## config.mk

```make
export PLATFORM = sky130hd
export DESIGN_NAME = dmem_ctrl_flat
export DESIGN_NICKNAME = d
export VERILOG_FILES = /design/src/rtl/mips_pkg.sv /design/src/rtl/dmem_ctrl_if.sv /design/src/rtl/be_gen.sv /design/src/rtl/dmem_ctrl.sv /design/src/flat_wrapper.sv
export SDC_FILE = /design/constraint.sdc
export NUM_CORES = 1
export LEC_CHECK = 0
export CORE_MARGIN = 2
export CORE_UTILIZATION = 43
export DETAILED_ROUTE_END_ITERATION = 6
export PLACE_DENSITY = 0.82
export SYNTH_ARGS = -nofsm -noshare
export SYNTH_HDL_FRONTEND = slang
export SYNTH_HIERARCHICAL = 1
export SYNTH_SLANG_ARGS = --single-unit
```

## constraint.sdc

```tcl
create_clock -name clk -period 2.5 [get_ports clk]
set_input_delay 0.25 -clock clk [delete_from_list [all_inputs] [get_ports clk]]
set_output_delay 0.25 -clock clk [all_outputs]
set_load 0.02 [all_outputs]
```

## src/rtl/mips_pkg.sv

```systemverilog
// Shared types and defaults for the data-memory access controller.
package mips_pkg;

    typedef enum logic [1:0] {
        IDLE = 2'd0,
        BUSY = 2'd1,
        DONE = 2'd2
    } dmem_state_t;

    localparam int TIMEOUT_DEF = 16;

    function automatic logic [3:0] lane_onehot(input logic [1:0] lane);
        return 4'b0001 << lane;
    endfunction

endpackage

```

## src/rtl/dmem_ctrl_if.sv

```systemverilog
// Word-addressed memory bus between the controller (master) and memory (slave).
interface dmem_ctrl_if;
    logic        bus_req;
    logic        bus_we;
    logic [31:0] bus_addr;
    logic [31:0] bus_wdata;
    logic [3:0]  bus_be;
    logic        bus_ack;
    logic [31:0] bus_rdata;

    modport master (
        output bus_req, bus_we, bus_addr, bus_wdata, bus_be,
        input  bus_ack, bus_rdata
    );

    modport slave (
        input  bus_req, bus_we, bus_addr, bus_wdata, bus_be,
        output bus_ack, bus_rdata
    );
endinterface

```

## src/rtl/be_gen.sv

```systemverilog
// Byte-lane enables and store-data replication for a single access.
module be_gen
    import mips_pkg::*;
(
    input  logic [1:0]  i_addr,
    input  logic        i_byte_sel,
    input  logic [31:0] i_data,
    output logic [3:0]  o_be,
    output logic [31:0] o_wdata
);

    always_comb begin
        o_be    = 4'b1111;
        o_wdata = i_data;
        if (i_byte_sel) begin
            o_be    = lane_onehot(i_addr);
            o_wdata = {4{i_data[7:0]}};
        end
    end

endmodule

```

## src/rtl/dmem_ctrl.sv

```systemverilog
// M-stage data-memory controller: issues one bus access per request,
// stalls the pipeline until it completes, and bounds the wait with a timeout.
//
// state | meaning
// IDLE  | no access outstanding; accept an aligned request
// BUSY  | bus_req held, waiting for bus_ack or timeout
// DONE  | access finished, pipeline released for one cycle
module dmem_ctrl
    import mips_pkg::*;
#(
    parameter int TIMEOUT = TIMEOUT_DEF
) (
    input  logic        clk,
    input  logic        reset,
    input  logic        memreadM,
    input  logic        memwriteM,
    input  logic        storeselectM,
    input  logic [31:0] aluoutM,
    input  logic [31:0] writedataM,
    output logic [31:0] readdataM,
    output logic        stallM,
    output logic        misalignM,
    output logic        buserrM,
    dmem_ctrl_if.master bus
);

    localparam int            CW       = $clog2(TIMEOUT) + 1;
    localparam logic [CW-1:0] CNT_LAST = CW'(TIMEOUT - 1);

    dmem_state_t r_state;
    dmem_state_t w_state_nxt;

    logic [CW-1:0] r_cnt;
    logic [31:0]   r_addr;
    logic [31:0]   r_wdata;
    logic [3:0]    r_be;
    logic          r_we;
    logic [31:0]   r_rdata;
    logic          r_misalign;
    logic          r_buserr;

    logic        w_req;
    logic        w_aligned;
    logic        w_issue;
    logic        w_timeout;
    logic [3:0]  w_be;
    logic [31:0] w_wdata;

    // Only word accesses carry an alignment constraint; byte accesses never trap.
    assign w_req     = memreadM | memwriteM;
    assign w_aligned = storeselectM | (aluoutM[1:0] == 2'b00);
    assign w_issue   = w_req & w_aligned;
    assign w_timeout = (r_cnt == CNT_LAST);

    be_gen u_be_gen (
        .i_addr     (aluoutM[1:0]),
        .i_byte_sel (storeselectM & memwriteM),
        .i_data     (writedataM),
        .o_be       (w_be),
        .o_wdata    (w_wdata)
    );

    always_ff @(posedge clk or negedge reset) begin
        if (!reset) begin
            r_state <= IDLE;
        end else begin
            r_state <= w_state_nxt;
        end
    end

    always_comb begin
        w_state_nxt = r_state;
        case (r_state)
            IDLE: begin
                if (w_issue) begin
                    w_state_nxt = BUSY;
                end
            end
            BUSY: begin
                if (bus.bus_ack || w_timeout) begin
                    w_state_nxt = DONE;
                end
            end
            DONE:    w_state_nxt = IDLE;
            default: w_state_nxt = IDLE;
        endcase
    end

    always_ff @(posedge clk or negedge reset) begin
        if (!reset) begin
            r_cnt      <= '0;
            r_addr     <= '0;
            r_wdata    <= '0;
            r_be       <= '0;
            r_we       <= 1'b0;
            r_rdata    <= '0;
            r_misalign <= 1'b0;
            r_buserr   <= 1'b0;
        end else begin
            case (r_state)
                IDLE: begin
                    r_cnt <= '0;
                    if (w_issue) begin
                        r_addr  <= {aluoutM[31:2], 2'b00};
                        r_wdata <= w_wdata;
                        r_be    <= w_be;
                        r_we    <= memwriteM;
                    end else if (w_req) begin
                        r_misalign <= 1'b1;
                    end
                end
                BUSY: begin
                    if (bus.bus_ack) begin
                        if (!r_we) begin
                            r_rdata <= bus.bus_rdata;
                        end
                    end else if (w_timeout) begin
                        r_buserr <= 1'b1;
                        r_rdata  <= '0;
                    end else begin
                        r_cnt <= r_cnt + CW'(1);
                    end
                end
                default: begin
                    r_cnt <= '0;
                end
            endcase
        end
    end

    // bus_req is decoded from state so an async reset drops it immediately.
    assign bus.bus_req   = (r_state == BUSY);
    assign bus.bus_we    = r_we;
    assign bus.bus_addr  = r_addr;
    assign bus.bus_wdata = r_wdata;
    assign bus.bus_be    = r_be;

    assign stallM    = w_issue & (r_state != DONE);
    assign readdataM = r_rdata;
    assign misalignM = r_misalign;
    assign buserrM   = r_buserr;

endmodule

```

## src/flat_wrapper.sv

```systemverilog
// flat-port wrapper written by rule: the top's interface ports become plain ports
module dmem_ctrl_flat import mips_pkg::*;
#(
    parameter int TIMEOUT = TIMEOUT_DEF
)
  (clk, reset, memreadM, memwriteM, storeselectM, aluoutM, writedataM, readdataM, stallM, misalignM, buserrM, bus_bus_req, bus_bus_we, bus_bus_addr, bus_bus_wdata, bus_bus_be, bus_bus_ack, bus_bus_rdata);
  dmem_ctrl_if bus_i ();
  input  logic clk;
  input  logic reset;
  input  logic memreadM;
  input  logic memwriteM;
  input  logic storeselectM;
  input  logic [31:0] aluoutM;
  input  logic [31:0] writedataM;
  output logic [31:0] readdataM;
  output logic stallM;
  output logic misalignM;
  output logic buserrM;
  output wire logic [$bits(bus_i.bus_req)-1:0] bus_bus_req;
  output wire logic [$bits(bus_i.bus_we)-1:0] bus_bus_we;
  output wire logic [$bits(bus_i.bus_addr)-1:0] bus_bus_addr;
  output wire logic [$bits(bus_i.bus_wdata)-1:0] bus_bus_wdata;
  output wire logic [$bits(bus_i.bus_be)-1:0] bus_bus_be;
  input wire logic [$bits(bus_i.bus_ack)-1:0] bus_bus_ack;
  input wire logic [$bits(bus_i.bus_rdata)-1:0] bus_bus_rdata;
  assign bus_bus_req = bus_i.bus_req;
  assign bus_bus_we = bus_i.bus_we;
  assign bus_bus_addr = bus_i.bus_addr;
  assign bus_bus_wdata = bus_i.bus_wdata;
  assign bus_bus_be = bus_i.bus_be;
  assign bus_i.bus_ack = bus_bus_ack;
  assign bus_i.bus_rdata = bus_bus_rdata;
  dmem_ctrl #(.TIMEOUT(TIMEOUT)) u_core (.clk(clk), .reset(reset), .memreadM(memreadM), .memwriteM(memwriteM), .storeselectM(storeselectM), .aluoutM(aluoutM), .writedataM(writedataM), .readdataM(readdataM), .stallM(stallM), .misalignM(misalignM), .buserrM(buserrM), .bus(bus_i));
endmodule
```

==> run metrics <==
run status finished, final reports clean; worst hold margin 0.457 ns; via count 3567; overflow left after global routing 0; Hold Path Class in -> reg; # DRC 0; slowest cell on the critical path clkdlybuf4s50_1; Reg clk slew, reported paths 0.06 ns; layout cell share with drive strength beyond 1 17.7%; die area 12200 um2; setup_tns 0 ns; Cell Area, Placed 6980 um2; total power divided by cell area 1160 nW/um2; Routed WL per cell 15.5 um; ys async rst share 100%; Post-DRT Antenna Nets 0; Initial Utilization 44.5%; Post-synth EDFFs 0; P&R area growth vs syn 48.3%; hpwl dp 8460 um; predominant post-synthesis flop cell dfrtp_1; Static Leak 3.43 nW; unrepaired setup endpoints after global routing no; vias in the first global route 3767; CTS tree built; Final setup viols 0; cell area after layout 7250 um2; row count 38; Slew Limit Fails 0; peak supply drop 0.000854 V; port buffer count 204; Vias/cell 4.83; Num Clock Sinks 108; hold path depth 3; multi-input logic area 1740 um2; clk buf depth 2; Core ar. 11000 um2; final WL 11500 um; filler cell count 811; num ports 207; first-pass GRT wire length 18700 um; H-tree levels 3; # diodes 0; initial antenna violation count 0; Worst setup EP type output port; Post-Syn Instances 402; die height 111 um; cell area after synthesis 4890 um2; Syn. warnings 6; Setup Buffers After CTS 0; worst path required time 2.25 ns; sequential-to-total area share from yosys stat 55.3%; Chip Width 111 um; Max Clk Rate 473 MHz; All-Layer GR Usage 19.0%; total power 8.40 mW; Worst Reg-to-Reg Cells 7; CP Launch Type register; WS Path Type reg -> out; crit path time final 2.11 ns; CTS buffer count 9; 1st-iter DRT viols 142; largest net degree at the start of global routing 59; Cell Chain, Critical Path nand2b_1 -> inv_1 -> clkdlybuf4s50_1; Skew-Pair Late Insertion Delay 0.34 ns; # Max-Cap Violations 0; worst-margin pin slew 0.725 ns; Final Hold Viols 0; Avg Inst Size Synth 12.2 um2; post_cts resized 0; slew margin rel. 51.6%; Unique masters post-synth 36; DRT Pass-1 Iters 4; slowest stage delay, CP 0.65 ns; GPL Wtd Cong 0.869; Crit Path Max Fanout 8; Root Buffer clkbuf_16; final clock period utilization by the worst path 84.5%; Final nets 700; register area 2700 um2; Clock Skews 0.00470 ns; #FFs+latches synth 108; Worst Path Arrival 1.86 ns
## Yosys cell counts (all sizes together) (2+ instances only)
library cell / n / area (um2)
nand3: 2 / 10.0
clkbuf: 5 / 18.8
mux2i: 32 / 320
nand2: 44 / 180
buf: 25 / 208
ha: 3 / 37.5
nor2: 7 / 26.3
inv: 61 / 229
or4: 2 / 18.8
nor3: 2 / 10.0
xnor2: 2 / 17.5
mux2: 67 / 826
o21ai: 28 / 189
dfrtp: 108 / 2700
## area by class of cell
cell class              instances  area share (%)
clock buffers                  12            3.40
clock inverters                 2           0.173
inverters                      61            3.16
multi-input cells             204            24.0
flip-flops and latches        108            37.3
well taps                     140            2.42
repair buffers                211            29.6
## worst max-delay path: cells and delay by family (launching register included)
family	cells	cell delay (ns)
AND/OR/NAND/NOR	1	0.28
flip-flops	1	0.40
buffers and inverters	2	0.84
## registers in the layout, summed over array words and instances, names as in the netlist
register and count:
u_core/bus.bus_addr 30, u_core/bus.bus_be 4, u_core/bus.bus_wdata 32, u_core/bus.bus_we 1, u_core/buserrM 1, u_core/misalignM 1, u_core/r_cnt 5, u_core/r_state 2
u_core/readdataM 32
## kinds of logic after synthesis
group / Yosys count / share of synthesized area [%]
xor+xnor: 2 / 0.358
fa+ha+maj: 3 / 0.768
flops: 108 / 55.3
compound gates: 35 / 4.96
mux: 99 / 23.4
other cells: 1 / 0.0767
simple gates: 63 / 5.81
buf+inv: 91 / 9.31
## cell usage in the layout, fill, tap and decap left out, types with 2 or more instances in the layout
cell	synthesis	layout
clkdlybuf4s50_1	0	203
conb_1	1	2
ha_1	3	3
nor2_1	7	7
inv_1	61	61
nor3_1	2	2
nand2_1	42	42
dfrtp_1	108	108
mux2_4	19	19
o21ai_1	11	11
buf_4	10	3
nand2_4	2	2
o21ai_2	13	13
xnor2_1	2	2
clkbuf_16	0	9
buf_12	0	4
mux2_2	48	48
o21ai_0	4	4
mux2i_1	32	32
clkbuf_1	5	2
## routing by layer
metal,part of all wire (%),vias up,GRT usage (%)
met5,0,-,0
met4,1.5,0,5.50
met3,9.4,16,8.95
met2,48,163,30.8
met1,41,1719,22.7
li1,-,1669,-
## where the power goes
| group | internal, mW | switching, mW | total, mW |
|---|---|---|---|
| logic | 2.22 | 1.94 | 4.15 |
| clock network | 0.691 | 0.586 | 1.28 |
| registers | 2.54 | 0.434 | 2.97 |
## path summary, 6_finish.rpt
kind	startpoint	endpoint	slack, ns
min in group asynchronous	reset	u_core/bus.bus_wdata[28]	0.50
max in group asynchronous	reset	u_core/bus.bus_wdata[18]	1.24
max reg2reg	u_core/r_cnt[0]	u_core/readdataM[3]	0.45
min reg2reg	u_core/misalignM	u_core/misalignM	0.47
min	bus_bus_rdata[17]	u_core/readdataM[17]	0.46
max	u_core/r_state[1]	bus_bus_req	0.39
## per-stage QoR
stage	utilization, %	instances	worst slack [ns]
6_report	66.0	738	0.386
4_1_cts	66.0	738	0.358
3_3_place_gp	63.6	723	0.348
5_1_grt	66.0	738	0.250
2_1_floorplan	-	403	0.518
3_5_place_dp	63.6	723	0.343
## timing repair
item / 4_1_cts / 5_1_grt
setup endpoints to repair: 0 / 0
hold endpoints to repair: 54 / 0
hold buffers: 1 / 0
No activity file was read; power rests on OpenSTA's default activity.
